<file path="config.mk">
export PLATFORM = sky130hd
export DESIGN_NAME = game_ctrl
export DESIGN_NICKNAME = d
export VERILOG_FILES = /design/src/rtl/game_ctrl_pkg.sv /design/src/rtl/game_ctrl_btn_req.sv /design/src/rtl/game_ctrl.sv
export SDC_FILE = /design/constraint.sdc
export NUM_CORES = 1
export LEC_CHECK = 0
export BUFFER_PORTS_ARGS = -buffer_cell sky130_fd_sc_hd__buf_2
export CORE_MARGIN = 3
export CORE_UTILIZATION = 35
export CTS_CLUSTER_SIZE = 10
export DETAILED_ROUTE_END_ITERATION = 8
export GPL_TIMING_DRIVEN = 1
export PLACE_DENSITY = 0.65
export SLEW_MARGIN = 20
export SYNTH_ARGS = -nofsm -noshare
export SYNTH_HDL_FRONTEND = slang
export SYNTH_SLANG_ARGS = --single-unit
</file>
<file path="constraint.sdc">
create_clock -name clka -period 3.63 [get_ports clka]
set_input_delay 0 -clock clka [delete_from_list [all_inputs] [get_ports clka]]
set_output_delay 0 -clock clka [all_outputs]
set_load 0.1 [all_outputs]
</file>
<file path="src/rtl/game_ctrl_pkg.sv">
// Shared encodings for the game controller and its datapath: state codes,
// move codes and the piece spawn column.
package game_ctrl_pkg;

    typedef enum logic [2:0] {
        ST_GEN      = 3'd0,
        ST_MOVE     = 3'd1,
        ST_LAND     = 3'd2,
        ST_CLEAR    = 3'd3,
        ST_NEWBOARD = 3'd4,
        ST_GAMEOVER = 3'd5
    } state_t;

    typedef enum logic [1:0] {
        MV_NONE   = 2'd0,
        MV_LEFT   = 2'd1,
        MV_RIGHT  = 2'd2,
        MV_ROTATE = 2'd3
    } move_t;

    localparam logic [4:0] SPAWN_LOC  = 5'd2;
    localparam logic [7:0] PIECES_MAX = 8'd255;

    // Anything in row 7 after a clear means the stack reached the top.
    function automatic logic top_row_busy(input logic [31:0] board);
        return board[31:28] != 4'd0;
    endfunction

endpackage

</file>
<file path="src/rtl/game_ctrl_btn_req.sv">
// Button front end: rising-edge detection, sticky move requests and
// rotate > left > right arbitration (left+right together cancel out).
module btn_req
    import game_ctrl_pkg::*;
(
    input  logic       clk,
    input  logic       srst,
    input  logic       btn_left,
    input  logic       btn_right,
    input  logic       btn_rotate,
    input  logic       btn_start,
    input  logic       capture_en,
    input  logic       grant_en,
    input  logic       flush,
    output logic [1:0] move,
    output logic       start_rise
);

    // bit 0 left, 1 right, 2 rotate, 3 start
    logic [3:0] btn_vec;
    logic [3:0] rise;
    logic [2:0] req_reg;
    logic [2:0] req_next;
    logic [2:0] consume;

    assign btn_vec = {btn_start, btn_rotate, btn_right, btn_left};

    genvar gi;
    generate
        for (gi = 0; gi < 4; gi++) begin : g_edge
            logic prev_reg;
            always_ff @(posedge clk) begin
                if (srst) prev_reg <= 1'b0;
                else      prev_reg <= btn_vec[gi];
            end
            assign rise[gi] = btn_vec[gi] & ~prev_reg;
        end
    endgenerate

    assign start_rise = rise[3];

    always_comb begin
        move    = MV_NONE;
        consume = 3'b000;
        if (grant_en) begin
            if (req_reg[2]) begin
                move    = MV_ROTATE;
                consume = 3'b100;
            end else if (req_reg[0] && req_reg[1]) begin
                consume = 3'b011;
            end else if (req_reg[0]) begin
                move    = MV_LEFT;
                consume = 3'b001;
            end else if (req_reg[1]) begin
                move    = MV_RIGHT;
                consume = 3'b010;
            end
        end
        // a fresh edge in the same cycle as a grant re-arms the request
        req_next = flush ? 3'b000
                         : ((req_reg & ~consume) | (rise[2:0] & {3{capture_en}}));
    end

    always_ff @(posedge clk) begin
        if (srst) req_reg <= 3'b000;
        else      req_reg <= req_next;
    end

endmodule

</file>
<file path="src/rtl/game_ctrl.sv">
// Game sequencing FSM: spawns pieces, paces player moves with a gap counter,
// counts landings and detects game over; feeds registered state to the datapath.
module game_ctrl
    import game_ctrl_pkg::*;
#(
    parameter int MOVE_GAP = 4
) (
    input  logic        clka,
    input  logic        restart,
    input  logic        btn_left,
    input  logic        btn_right,
    input  logic        btn_rotate,
    input  logic        btn_start,
    input  logic        touched,
    input  logic        error_out,
    input  logic [31:0] board_out,
    input  logic [4:0]  location_out,
    input  logic [1:0]  rotation_out,
    input  logic [1:0]  curr_piece_out,
    output logic [2:0]  state,
    output logic [2:0]  old_state,
    output logic [1:0]  move,
    output logic [31:0] board_in,
    output logic [4:0]  location_in,
    output logic [1:0]  rotation_in,
    output logic [1:0]  curr_piece_in,
    output logic [7:0]  pieces_placed,
    output logic        game_over
);

    localparam int GAP_W = (MOVE_GAP > 1) ? $clog2(MOVE_GAP) : 1;
    localparam logic [GAP_W-1:0] GAP_LOAD = GAP_W'(MOVE_GAP - 1);

    state_t state_reg, state_next, old_state_reg;
    logic [31:0]      board_reg, board_next;
    logic [4:0]       loc_reg, loc_next;
    logic [1:0]       rot_reg, rot_next;
    logic [1:0]       piece_reg, piece_next;
    logic [7:0]       pieces_reg, pieces_next;
    logic [GAP_W-1:0] gap_reg, gap_next;
    logic [1:0]       req_move;
    logic             start_rise;
    logic             in_move;

    assign in_move = (state_reg == ST_MOVE);

    btn_req u_btn_req (
        .clk        (clka),
        .srst       (restart),
        .btn_left   (btn_left),
        .btn_right  (btn_right),
        .btn_rotate (btn_rotate),
        .btn_start  (btn_start),
        .capture_en (in_move),
        .grant_en   (in_move && (gap_reg == '0)),
        .flush      ((state_reg == ST_GEN) || (in_move && touched)),
        .move       (req_move),
        .start_rise (start_rise)
    );

    always_comb begin
        state_next  = state_reg;
        board_next  = board_reg;
        loc_next    = loc_reg;
        rot_next    = rot_reg;
        piece_next  = piece_reg;
        pieces_next = pieces_reg;
        gap_next    = gap_reg;
        case (state_reg)
            ST_NEWBOARD: begin
                board_next  = '0;
                loc_next    = SPAWN_LOC;
                rot_next    = '0;
                piece_next  = '0;
                pieces_next = '0;
                state_next  = ST_GEN;
            end
            ST_GEN: begin
                piece_next = curr_piece_out;
                loc_next   = SPAWN_LOC;
                rot_next   = '0;
                gap_next   = '0;
                state_next = ST_MOVE;
            end
            ST_MOVE: begin
                loc_next   = location_out;
                rot_next   = rotation_out;
                board_next = board_out;
                if (req_move != MV_NONE) gap_next = GAP_LOAD;
                else if (gap_reg != '0)  gap_next = gap_reg - GAP_W'(1);
                if (touched) state_next = ST_LAND;
            end
            ST_LAND: begin
                board_next  = board_out;
                pieces_next = (pieces_reg == PIECES_MAX) ? pieces_reg : pieces_reg + 8'd1;
                state_next  = ST_CLEAR;
            end
            ST_CLEAR: begin
                board_next = board_out;
                state_next = (error_out || top_row_busy(board_out)) ? ST_GAMEOVER : ST_GEN;
            end
            ST_GAMEOVER: begin
                if (start_rise) state_next = ST_NEWBOARD;
            end
            default: state_next = ST_NEWBOARD;
        endcase
    end

    always_ff @(posedge clka) begin
        if (restart) begin
            state_reg     <= ST_NEWBOARD;
            old_state_reg <= ST_NEWBOARD;
            board_reg     <= '0;
            loc_reg       <= '0;
            rot_reg       <= '0;
            piece_reg     <= '0;
            pieces_reg    <= '0;
            gap_reg       <= '0;
        end else begin
            state_reg     <= state_next;
            old_state_reg <= state_reg;
            board_reg     <= board_next;
            loc_reg       <= loc_next;
            rot_reg       <= rot_next;
            piece_reg     <= piece_next;
            pieces_reg    <= pieces_next;
            gap_reg       <= gap_next;
        end
    end

    assign state         = state_reg;
    assign old_state     = old_state_reg;
    assign move          = req_move;
    assign board_in      = board_reg;
    assign location_in   = loc_reg;
    assign rotation_in   = rot_reg;
    assign curr_piece_in = piece_reg;
    assign pieces_placed = pieces_reg;
    assign game_over     = (state_reg == ST_GAMEOVER);

endmodule
</file>
Word-level counts from Yosys, hierarchy flattened:

Cells that the tools add are included.
Widths: inputs -> output; s select.

* word-level logic and storage cells: 81
* flip-flop bits (word level): 64
* output and inout port bits: 58
* input port bits: 49

* reduce and logical (&&, ||, !) cells: 21
* bitwise operators: 12
* $add $sub $neg: 2
* equal/unequal tests: 10
* mux-type cells: 23

Operators by type and width (number)
* $pmux 32 s2: 1
* $mux 3: 7
* $pmux 3 s6: 1
* $mux 2: 8
* $pmux 8 s2: 1
* $reduce_bool 2->1: 7
* $pmux 2 s2: 3
* $pmux 5 s2: 1
* $add 8x1->8 const B: 1
* $eq 8x8->1 const B: 1
* $mux 8: 1
* $and 3x3->3: 2
* $eq 3x2->1 const B: 2
* $eq 3x3->1 const B: 2
* $reduce_and 2->1: 3
* $and 1x1->1: 4
* $ne 2x2->1 const B: 2
* $not 1->1: 4
* $reduce_bool 4->1: 1
* $reduce_or 2->1: 2
* $eq 3x1->1 const B: 1
* $logic_and 1x1->1: 3
* $logic_not 3->1: 1
* $ne 3x1->1 const B: 1
* 7 further kinds: 8

Logic depth before layout (Yosys ltp):

Gate-level depths: netlist of run 1.

* depth in word-level cells: 8
* mapped depth: 7
* mapped depth without buffers: 6

Modules after synthesis:

Synthesis of run 1 repeated with hierarchy kept, for this count alone.

* cell total of the unflattened synthesis: 321
* area total of the unflattened synthesis: 2832.7 sq um

Modules (own cells, without submodules)
* game_ctrl: cells an instance 292, times used 1, area an instance 2567.5 sq um, seq. area each 1141.1 sq um
* btn_req: cells an instance 29, times used 1, area an instance 265.3 sq um, seq. area each 140.1 sq um

Worst setup path after synthesis of run 1:

No wires, ideal clock.

* path kind: reg-to-output
* from: register state_reg[0] (netlist: state[0])
* to: output move[0]
* stages on the path, launching flop included: 5
* data arrival time: 2882 ps
* required time: 3630 ps
* path buffers: 1
* slack: 748 ps
* path through: dfxtp_1 > buf_6 > nor3b_2 > nand2_1 > nor2_1

* longest elaborated chain between the ends: 3

RTL lines
* from (decl): RTL line game_ctrl.sv:34 `state_t state_reg, state_next, old_state_reg;`
* from (signal assigned): RTL line game_ctrl.sv:120 `state_reg <= state_next;`
* $eq 3x1->1: RTL line game_ctrl.sv:45 `assign in_move = (state_reg == ST_MOVE);`
* $logic_and 1x1->1: RTL line game_ctrl.sv:55 `.grant_en (in_move && (gap_reg == '0)),`
* $mux 2: RTL line game_ctrl_btn_req.sv:45 `if (grant_en) begin`
* to (decl): RTL line game_ctrl.sv:22 `output logic [1:0] move,`

No other way between the ends.

Worst setup path in the final report of run 1:

Same ends and word-level chain as after synthesis.

==> metrics.md, run 1 <==
| Metric | Value |
|---|---|
| Maximum net fanout on the critical path | 19 |
| Drt first pass iters | 4 |
| Total gr overflow | 0 |
| Die area | 9880 µm² |
| Mapped Cells | 386 |
| CTS buffer count | 9 |
| Outcome | completed |
| Later-pin clock latency in the skew report | 330 ps |
| DRC violation total after the first TritonRoute iteration | 104 |
| DRC viols | 0 |
| Worst Hold Path EP | board_in[26] |
| Final hold violations | 0 |
| Fill count | 833 |
| Die Y | 99.4 µm |
| Count of input and output buffers | 106 |
| Final ANT Viol Nets | 0 |
| Family with the most delay on the worst path | simple AND/OR/NAND/NOR gates |
| Synthesized area | 3050 µm² |
| Cell variety after synth | 47 |
| CP Launch Type | flip-flop |
| CTS tree | yes |
| I/O pin cnt | 107 |
| Final WL | 8.13 mm |
| Area delta synth->final | 35.1% |
| Post-Synth Adder-Cell Area | 0.820% |
| Clk slew on worst S/H paths | 70 ps |
| Fin crit share | 64.7% |
| Post-Route Utilization | 49.4% |
| Post-CTS Repair Setup Buffers | 0 |
| Crit-path cells | nor3b_2 -> nand2_1 -> nor2_1 -> buf_2 |
| Final Skew | 4.93 ps |
| Reg-to-reg setup timing slack | 1460 ps |
| Placer congestion estimate | 0.744 |
| Synthesized-area fraction occupied by ao, oa, aoi and oai cells | 24.8% |
| FMAX | 0.426 GHz |
| WP buf/inv | 1 |
| Initial antenna violation count | 0 |
| Seq/Total Area, Yosys | 42.0% |
| CTS resizes | 0 |
| Diodes inserted | 0 |
| Post-synthesis simple-gate area fraction | 25.4% |
| Crit-path slowest cell | dfxtp_1 |
| Synth warn | 0 |
| Final Slew Violations | 0 |
| Worst EP required | 3630 ps |
| Htree depth | 3 |
| CP Capture Type | primary output |
| Final Setup Violations | 0 |
| CTS sink cnt | 64 |
| Largest family of logic cells by synthesized area | simple AND/OR/NAND/NOR gates |
| Crit Reg-Reg Endpoint | board_in[3] |
| Max incr delay on CP | 750 ps |
| FF+latch count, synth | 64 |
| Initial Utilization | 36.6% |
| Vias in the first global route | 2837 |
| Core Rows | 33 |
| Tightest Hold Check Type | input port to flip-flop |
| Slew @ Worst Pin | 832 ps |
| Post-layout min period | 2350 ps |
| Core Area | 8340 µm² |
| Die X | 99.4 µm |
| GRT Resource Usage Total | 16.2% |
| Post-synthesis mux area share | 1.31% |
| RSZ-0062 raised after global routing | false |
| WS Path Type | flip-flop to primary output |
| Vias per cell | 4.99 |
| Max-Cap Viols | 0 |
| R2r worst-path depth | 5 |
| Largest net degree at the start of global routing | 49 |
| Vias | 3087 |
| First-pass GRT wire length | 13.1 mm |
| Hold_sp | board_out[26] |
| Hold Path Stages | 4 |
| Layout Nets | 561 |
| WL/cell | 13.1 µm |
| Post-Synth XOR/XNOR Area | 0.287% |
| CTS root buf | clkbuf_8 |
| Setup TNS | 0 ps |
| Synthesized Nets | 437 |
| Avg Inst Size Synth | 7.91 µm² |
| FF-to-FF Start | state[0] |
| Slew HR | 44.5% |
| HPWL Detailed | 5.25 mm |
| Clock Tree Buf Depth | 2 |
| Maximum vdd drop | 276 µV |
| PD cells | 426 nW/µm² |
| Pleak | 0.00171 µW |
| Max reg flops | 32 |
| Crit path arrival time | 2350 ps |
| Layout cells sized above 1 | 26.3% |
==> area by class of cell <==
| type | count | area, µm² | share of cell area (%) |
|---|---|---|---|
| well taps | 105 | 131 | 3.19 |
| flip-flops and latches | 64 | 1280 | 31.1 |
| clock inverters | 4 | 45.0 | 1.09 |
| inverters | 7 | 26.3 | 0.638 |
| repair buffers | 143 | 888 | 21.6 |
| multi-input cells | 285 | 1610 | 39.0 |
| clock buffers | 11 | 141 | 3.43 |
==> cell usage in the layout (no fill, tap or decap), types with 3 or more instances in the layout <==
| master | netlist | routed |
|---|---|---|
| buf_2 | 11 | 106 |
| nand2_1 | 75 | 75 |
| dfxtp_1 | 64 | 63 |
| a21oi_1 | 45 | 45 |
| nand3_1 | 37 | 37 |
| a21o_1 | 34 | 34 |
| dlygate4sd3_1 | 0 | 32 |
| nor2_1 | 18 | 18 |
| clkbuf_8 | 0 | 10 |
| inv_1 | 7 | 7 |
| a22o_1 | 6 | 6 |
| a22oi_1 | 6 | 6 |
| nor2b_1 | 6 | 6 |
| buf_4 | 1 | 5 |
| nand3b_1 | 4 | 4 |
| or3_1 | 4 | 4 |
| mux2i_1 | 4 | 4 |
| nand2b_1 | 4 | 4 |
| nor3b_2 | 3 | 3 |
| o21ai_0 | 3 | 3 |
| o21a_1 | 3 | 3 |
| clkinv_2 | 0 | 3 |
==> power by group <==
group	switching [µW]	total, µW	internal [µW]
combinational	288	399	112
clock	266	594	329
sequential	33.3	760	727
total	586	1750	1170
==> through the flow <==
| step | instances | area (µm²) | hold slack, ps | setup WS (ps) | power [µW] |
|---|---|---|---|---|---|
| 2_1_floorplan | 386 | 3050 | 128 | 748 | 1070 |
| 3_3_place_gp | 572 | 3610 | 224 | 1530 | 1140 |
| 3_5_place_dp | 572 | 3610 | 238 | 1440 | 1150 |
| 4_1_cts | 619 | 4120 | 0.0881 | 1240 | 1780 |
| 5_1_grt | 619 | 4120 | 18.8 | 1020 | 1840 |
| 6_report | 619 | 4120 | 16.5 | 1280 | 1750 |
==> worst max-delay path by stage <==
stage / startpoint / endpoint / slack (ps) / depth (start not counted)
2_1_floorplan: state[0] / move[0] / 750 / 4
3_3_place_gp: state[0] / board_in[31] / 1530 / 5
3_5_place_dp: state[0] / board_in[26] / 1440 / 5
4_1_cts: state[0] / move[0] / 1240 / 4
5_1_grt: state[0] / move[0] / 1020 / 4
6_report: state[0] / move[0] / 1280 / 4
==> layer usage <==
| layer | global-route usage, % | wire length [µm] | vias to the layer above | part of all wire [%] |
|---|---|---|---|---|
| li1 | - | - | 1592 | - |
| met1 | 20.6 | 3710 | 1392 | 46 |
| met2 | 26.3 | 3790 | 94 | 47 |
| met3 | 4.98 | 505 | 9 | 6.2 |
| met4 | 4.73 | 115 | 0 | 1.4 |
| met5 | 0 | 0 | - | 0 |
==> cells by family after synthesis <==
family | count (synthesis)
xor+xnor | 1
flops | 64
buf+inv | 37
fa+ha+maj | 2
simple gates | 164
mux | 4
compound gates | 114
==> cell usage after synthesis, drive strengths merged <==
cell	n	share of area, %
dfxtp	64	42
nand3b	4	0.98
nand2	75	9.2
nand4	1	0.21
nand3	37	6.1
o21a	3	0.74
o21bai	2	0.49
a21boi	1	0.25
buf	17	2.9
or4	1	0.25
a22oi	6	1.5
nor3	2	0.33
or3b	1	0.29
a22o	6	1.7
a2bb2oi	1	0.29
nand2b	4	0.82
o211ai	1	0.25
inv	7	0.86
o221a	1	0.37
ha	2	0.82
and3	2	0.41
xor2	1	0.29
a32oi	1	0.29
nor2	19	2.4
a21oi	45	7.4
nor3b	3	1.2
a211oi	3	1.1
a31oi	1	0.21
nor2b	6	1.2
mux2i	4	1.3
o21ai	6	1.1
clkbuf	13	1.6
a21o	34	8.4
or3	4	0.82
o41ai	1	0.29
a221oi	2	0.57
nor4b	1	0.29
or2	3	0.62
and2	1	0.21
==> repair_timing <==
item | 4_1_cts | 5_1_grt
hold buffers | 32 | 0
endpoints found under the hold margin | 35 | 0
endpoints found under the setup margin | 0 | 0
==> worst min-delay path, stage by stage <==
cell	delay [ps]
buf_2	100
nand2_1	40
a21o_1	100
a21oi_1	60
Note: power is estimated with default switching activity, not from simulation.
==> run 2, diff against run 1 <==
--- a/config.mk
+++ b/config.mk
@@ -11,7 +11,7 @@
 export CTS_CLUSTER_SIZE = 10
 export DETAILED_ROUTE_END_ITERATION = 8
 export GPL_TIMING_DRIVEN = 1
-export PLACE_DENSITY = 0.65
+export PLACE_DENSITY = 0.68
 export SLEW_MARGIN = 20
 export SYNTH_ARGS = -nofsm -noshare
 export SYNTH_HDL_FRONTEND = slang
==> constraint.sdc (replaced) <==
create_clock -name clka -period 1.9 [get_ports clka]
set_input_delay 0 -clock clka [delete_from_list [all_inputs] [get_ports clka]]
set_output_delay 0 -clock clka [all_outputs]
set_load 0.1 [all_outputs]
==> metrics.md, run 2 (synthesized netlist as in run 1, its figures left out) <==
| Metric | Value |
|---|---|
| Worst EP required | 1900 ps (-1730 ps) |
| DRC viols | 0 (unchanged) |
| First-pass GRT wire length | 13.6 mm (+3.3%) |
| Clk slew on worst S/H paths | 70 ps (about the same) |
| CTS sink cnt | 64 (unchanged) |
| Setup TNS | 0 ps (unchanged) |
| Worst Hold Path EP | board_in[6] |
| Post-CTS Repair Setup Buffers | 0 (unchanged) |
| Crit Reg-Reg Endpoint | pieces_placed[3] |
| Tightest Hold Check Type | input port to flip-flop |
| Diodes inserted | 0 (unchanged) |
| Layout Nets | 554 (-1.2%) |
| Finished Cell Area | 4170 µm² (+1.1%) |
| Final hold violations | 0 (unchanged) |
| Count of input and output buffers | 106 (unchanged) |
| Slew @ Worst Pin | 735 ps (-96.8 ps) |
| Total gr overflow | 0 (unchanged) |
| Max-Cap Viols | 0 (unchanged) |
| Final ANT Viol Nets | 0 (unchanged) |
| Reg-to-reg setup timing slack | 270 ps (-1190 ps) |
| WL/cell | 13.1 µm (+0.12%) |
| Placed cell area | 3750 µm² (+3.7%) |
| CTS buffer count | 9 (unchanged) |
| FMAX | 0.585 GHz |
| Placer congestion estimate | 0.808 (+8.6%) |
| Outcome | completed |
| Largest net degree at the start of global routing | 45 (-8.2%) |
| Fin crit share | 89.9% |
| Die area | 9880 µm² (unchanged) |
| CTS root buf | clkbuf_8 |
| CTS tree | yes |
| Vias per cell | 5.09 (+2.1%) |
| RSZ-0062 raised after global routing | false |
| Hold_ws | 17.0 ps (+0.525 ps) |
| Hold_sp | board_out[6] |
| Core Area | 8340 µm² (unchanged) |
| Crit path arrival time | 1710 ps (-640 ps) |
| Final Setup Violations | 0 (unchanged) |
| Maximum vdd drop | 372 µV (+35%) |
| Commonest non-fill, non-tap cell in the layout | buf_2 |
| Final Slew Violations | 0 (unchanged) |
| Pleak | 0.00171 µW (+0.12%) |
| Area delta synth->final | 36.5% |
| Layout cells sized above 1 | 29.8% (+3.5 points) |
| Max reg flops | 32 (unchanged) |
| Final Skew | 5.77 ps (+0.834 ps) |
| Maximum net fanout on the critical path | 15 (-4) |
| Vias in the first global route | 2953 (+4.1%) |
| Later-pin clock latency in the skew report | 320 ps (about the same) |
| WS Path Type | flip-flop to primary output |
| CP Capture Type | primary output |
| Slew HR | 50.8% (+6.3 points) |
| Post-layout min period | 1710 ps |
| Final WL | 8.05 mm (-1.0%) |
| Die X | 99.4 µm (unchanged) |
| CP Launch Type | flip-flop |
| PD cells | 809 nW/µm² (+90%) |
| Htree depth | 3 (unchanged) |
| I/O pin cnt | 107 (unchanged) |
| DRC violation total after the first TritonRoute iteration | 108 (+3.8%) |
| Vias | 3117 (+0.97%) |
| Hold Path Stages | 4 (unchanged) |
| Initial Utilization | 36.6% (unchanged) |
| Clock Tree Buf Depth | 2 (unchanged) |
| R2r worst-path depth | 4 (-1) |
| Most frequent cells in the layout | buf_2, nand2_1, dfxtp_1, a21oi_1, nand3_1 |
| Crit. Startpoint | state[1] |
| HPWL Detailed | 5.29 mm (+0.85%) |
| Initial antenna violation count | 0 (unchanged) |
| GRT Resource Usage Total | 16.5% (+0.33 points) |
| Core Rows | 33 (unchanged) |
| FF-to-FF Start | state[2] |
| Die Y | 99.4 µm (unchanged) |
| Drt first pass iters | 4 (unchanged) |
## run 2: changes by cell type in the layout (fill, tap and decap cells not counted), moves of 4 or more
cell / delta
dlygate4sd3_1: -10
buf_2: -4
dfxtp_2: +9
dfxtp_1: -9
buf_12: +6
## run 2: per-stage QoR
step | utilization, % | cells | setup slack, ps | power [µW]
final | 49.9 | 612 | 192 | 3370
after global routing | 49.9 | 612 | 64.0 | 3550
after CTS | 49.8 | 612 | 3.46 | 3420
after detailed placement | 45.0 | 575 | 305 | 2240
after global placement | 45.0 | 575 | 362 | 2230
after floorplan | - | 386 | 20.3 | 2050
## run 2: layer usage
metal,share of wire [%],track usage [%]
met5,0,0
met2,49,28.1
met3,5.8,3.23
met4,1.2,6.41
met1,44,20.5
## run 2: where the power goes
part | switching (µW) | total, µW | internal, µW
sequential | 36.6 | 1430 | 1390
clock | 495 | 1120 | 629
combinational | 586 | 820 | 235
total | 1120 | 3370 | 2250
## run 2: layout make-up
type / instances / area (µm²)
clock buffers: 11 / 141
clock inverters: 4 / 45.0
fillers: 835 / 4180
inverters: 7 / 26.3
multi-input cells: 285 / 1630
flip-flops and latches: 64 / 1290
well taps: 105 / 131
repair buffers: 136 / 896
## run 2: repair_timing
item                       CTS  global route
resized for setup            0             2
hold endpoints to repair    25             0
hold buffers                22             0
setup endpoints to repair    0             2
## run 2: how the worst max path moves through the flow
stage | slack, ps | cells past startpoint | end
4_1_cts | 3 | 5 | move[0]
5_1_grt | 60 | 5 | move[1]
2_1_floorplan | 20 | 5 | game_over
3_5_place_dp | 300 | 4 | gap_reg[0]
6_report | 190 | 5 | move[0]
3_3_place_gp | 360 | 5 | u_btn_req.req_reg[0]
## run 2: critical path, stage by stage, from the launching register on
cell     delay [ps]
dfxtp_2         360
buf_4           210
nor3b_4         280
nand2_2         180
nor2_4          160
buf_12          180
==> run 3, diff against run 2 <==
--- a/config.mk
+++ b/config.mk
@@ -8,6 +8,8 @@
 export BUFFER_PORTS_ARGS = -buffer_cell sky130_fd_sc_hd__buf_2
 export CORE_MARGIN = 3
 export CORE_UTILIZATION = 35
+export CTS_BUF_LIST = sky130_fd_sc_hd__clkbuf_4
+export CTS_CLUSTER_DIAMETER = 50
 export CTS_CLUSTER_SIZE = 10
 export DETAILED_ROUTE_END_ITERATION = 8
 export GPL_TIMING_DRIVEN = 1
==> metrics.md, run 3 (synthesized netlist as in run 1, its figures left out) <==
| Metric | Value |
|---|---|
| Outcome | completed |
| Post-Route Utilization | 52.1% (+2.2 points) |
| Clock Tree Buf Depth | 2 (unchanged) |
| Placed cell area | 3750 µm² (unchanged) |
| Area delta synth->final | 42.5% |
| Largest net degree at the start of global routing | 45 (unchanged) |
| Max reg flops | 32 (unchanged) |
| Most frequent cells in the layout | buf_2, nand2_1, dfxtp_1, a21oi_1, dlygate4sd3_1 |
| DRC violation total after the first TritonRoute iteration | 102 (-5.6%) |
| Power Total | 3160 µW (-6.2%) |
| CTS buffer count | 9 (unchanged) |
| Htree depth | 3 (unchanged) |
| Crit-path slowest cell | dfxtp_2 |
| Die X | 99.4 µm (unchanged) |
| Vias | 3230 (+3.6%) |
| Finished Layout Cells | 637 (+4.1%) |
| Total gr overflow | 0 (unchanged) |
| Comb power frac | 27.3% (+3.0 points) |
| Switching share of power | 35.0% (+1.8 points) |
| Final Setup Violations | 0 (unchanged) |
| Layout Nets | 579 (+4.5%) |
| Multi-input logic area | 1630 µm² (unchanged) |
| Maximum net fanout on the critical path | 15 (unchanged) |
| Final Slew Violations | 0 (unchanged) |
| Core Area | 8340 µm² (unchanged) |
| Internal Power | 2060 µW (-8.7%) |
| Placed cell count | 575 (unchanged) |
| Fill count | 810 (-3.0%) |
| CP Launch Type | flip-flop |
| WL/cell | 13.4 µm (+2.0%) |
| CTS tree | yes |
| First-pass GRT wire length | 14.2 mm (+4.8%) |
| Commonest non-fill, non-tap cell in the layout | buf_2 |
| Clk pwr share | 27.6% (-5.7 points) |
| DRC viols | 0 (unchanged) |
| Drt first pass iters | 4 (unchanged) |
| Vias per cell | 5.07 (-0.44%) |
| RSZ-0062 raised after global routing | false |
| Max-Cap Viols | 0 (unchanged) |
| PD cells | 727 nW/µm² (-10%) |
| Tightest Hold Check Type | input port to flip-flop |
| Max incr delay on CP | 380 ps (+20 ps) |
| Placer congestion estimate | 0.808 (unchanged) |
| Core Rows | 33 (unchanged) |
| Initial Utilization | 36.6% (unchanged) |
| Final Skew | 11.5 ps (+5.68 ps) |
| GRT Resource Usage Total | 17.5% (+0.96 points) |
| Initial antenna violation count | 0 (unchanged) |
| FMAX | 0.574 GHz (-1.9%) |
| Post-layout min period | 1740 ps (+32.9 ps) |
| Seq pwr share | 45.1% (+2.8 points) |
| Slew @ Worst Pin | 733 ps (-2.86 ps) |
| Die area | 9880 µm² (unchanged) |
| Diodes inserted | 0 (unchanged) |
| Layout cells sized above 1 | 28.8% (-1.0 points) |
| Final ANT Viol Nets | 0 (unchanged) |
| Crit path arrival time | 1740 ps (+30 ps) |
| I/O pin cnt | 107 (unchanged) |
| Setup TNS | 0 ps (unchanged) |
| Pleak | 0.00179 µW (+4.7%) |
| Worst EP required | 1900 ps (about the same) |
| Slew HR | 51.0% (+0.19 points) |
| WS Path Type | flip-flop to primary output |
| Vias in the first global route | 3043 (+3.0%) |
| Register Area | 1290 µm² (unchanged) |
| Final hold violations | 0 (unchanged) |
| Fin crit share | 91.7% (+1.7 points) |
| Psw | 1110 µW (-1.0%) |
| CTS sink cnt | 64 (unchanged) |
| Count of input and output buffers | 106 (unchanged) |
| Later-pin clock latency in the skew report | 390 ps (+70 ps) |
| Maximum vdd drop | 298 µV (-20%) |
| Clk slew on worst S/H paths | 110 ps (+40 ps) |
| Finished Cell Area | 4350 µm² (+4.4%) |
| Crit-path cells | buf_4 -> nor3b_4 -> nand2_2 -> nor2_4 -> buf_12 |
| HPWL Detailed | 5.29 mm (unchanged) |
| CTS root buf | clkbuf_4 |
| CP Capture Type | primary output |
| Die Y | 99.4 µm (unchanged) |
| Final WL | 8.54 mm (+6.2%) |
## run 3: stage by stage
step	worst slack, ps	hold WS, ps
after floorplan	20.3	128
after global placement	362	236
after detailed placement	305	245
after CTS	60.2	10.9
after global routing	17.5	44.4
final	159	55.8
## run 3: worst max-delay path, delay by kind of cell, from the launching register on
family        cells  cell delay, ps
buf+inv           2             390
flops             1             380
simple gates      3             580
## run 3: layout make-up
| cell class | count | area share (%) |
|---|---|---|
| flip-flops and latches | 64 | 29.8 |
| well taps | 105 | 3.02 |
| clock inverters | 5 | 1.12 |
| inverters | 7 | 0.604 |
| multi-input cells | 285 | 37.5 |
| repair buffers | 161 | 26.2 |
| clock buffers | 10 | 1.73 |
## run 3: metal layers
layer	vias to the layer above	track usage, %	share of wire [%]
li1	1624	-	-
met4	0	7.04	1.2
met2	94	30.3	49
met5	-	0	0
met3	10	3.65	5.2
met1	1502	21.0	44
## run 3: path summary, 6_finish.rpt
check        slack (ps)  cells past startpoint               end             start
max                 160                      5           move[0]          state[1]
min                  60                      4    location_in[1]   location_out[1]
max reg2reg         280                      4  pieces_placed[3]          state[2]
min reg2reg         460                      2  curr_piece_in[1]  curr_piece_in[1]
## run 3: power groups by stage
stage,registers [µW],clock network [µW],logic [µW]
after floorplan,1740,0,315
after global placement,1450,0,777
after detailed placement,1460,0,786
after CTS,1430,915,860
after global routing,1430,976,928
final,1430,872,865
## run 3: what timing repair did
action / in CTS / in global routing
gates resized for setup: 2 / 0
pin swaps: 0 / 1
endpoints found under the hold margin: 49 / 0
hold buffers: 45 / 0
setup endpoints to repair: 2 / 2
setup buffers: 0 / 2
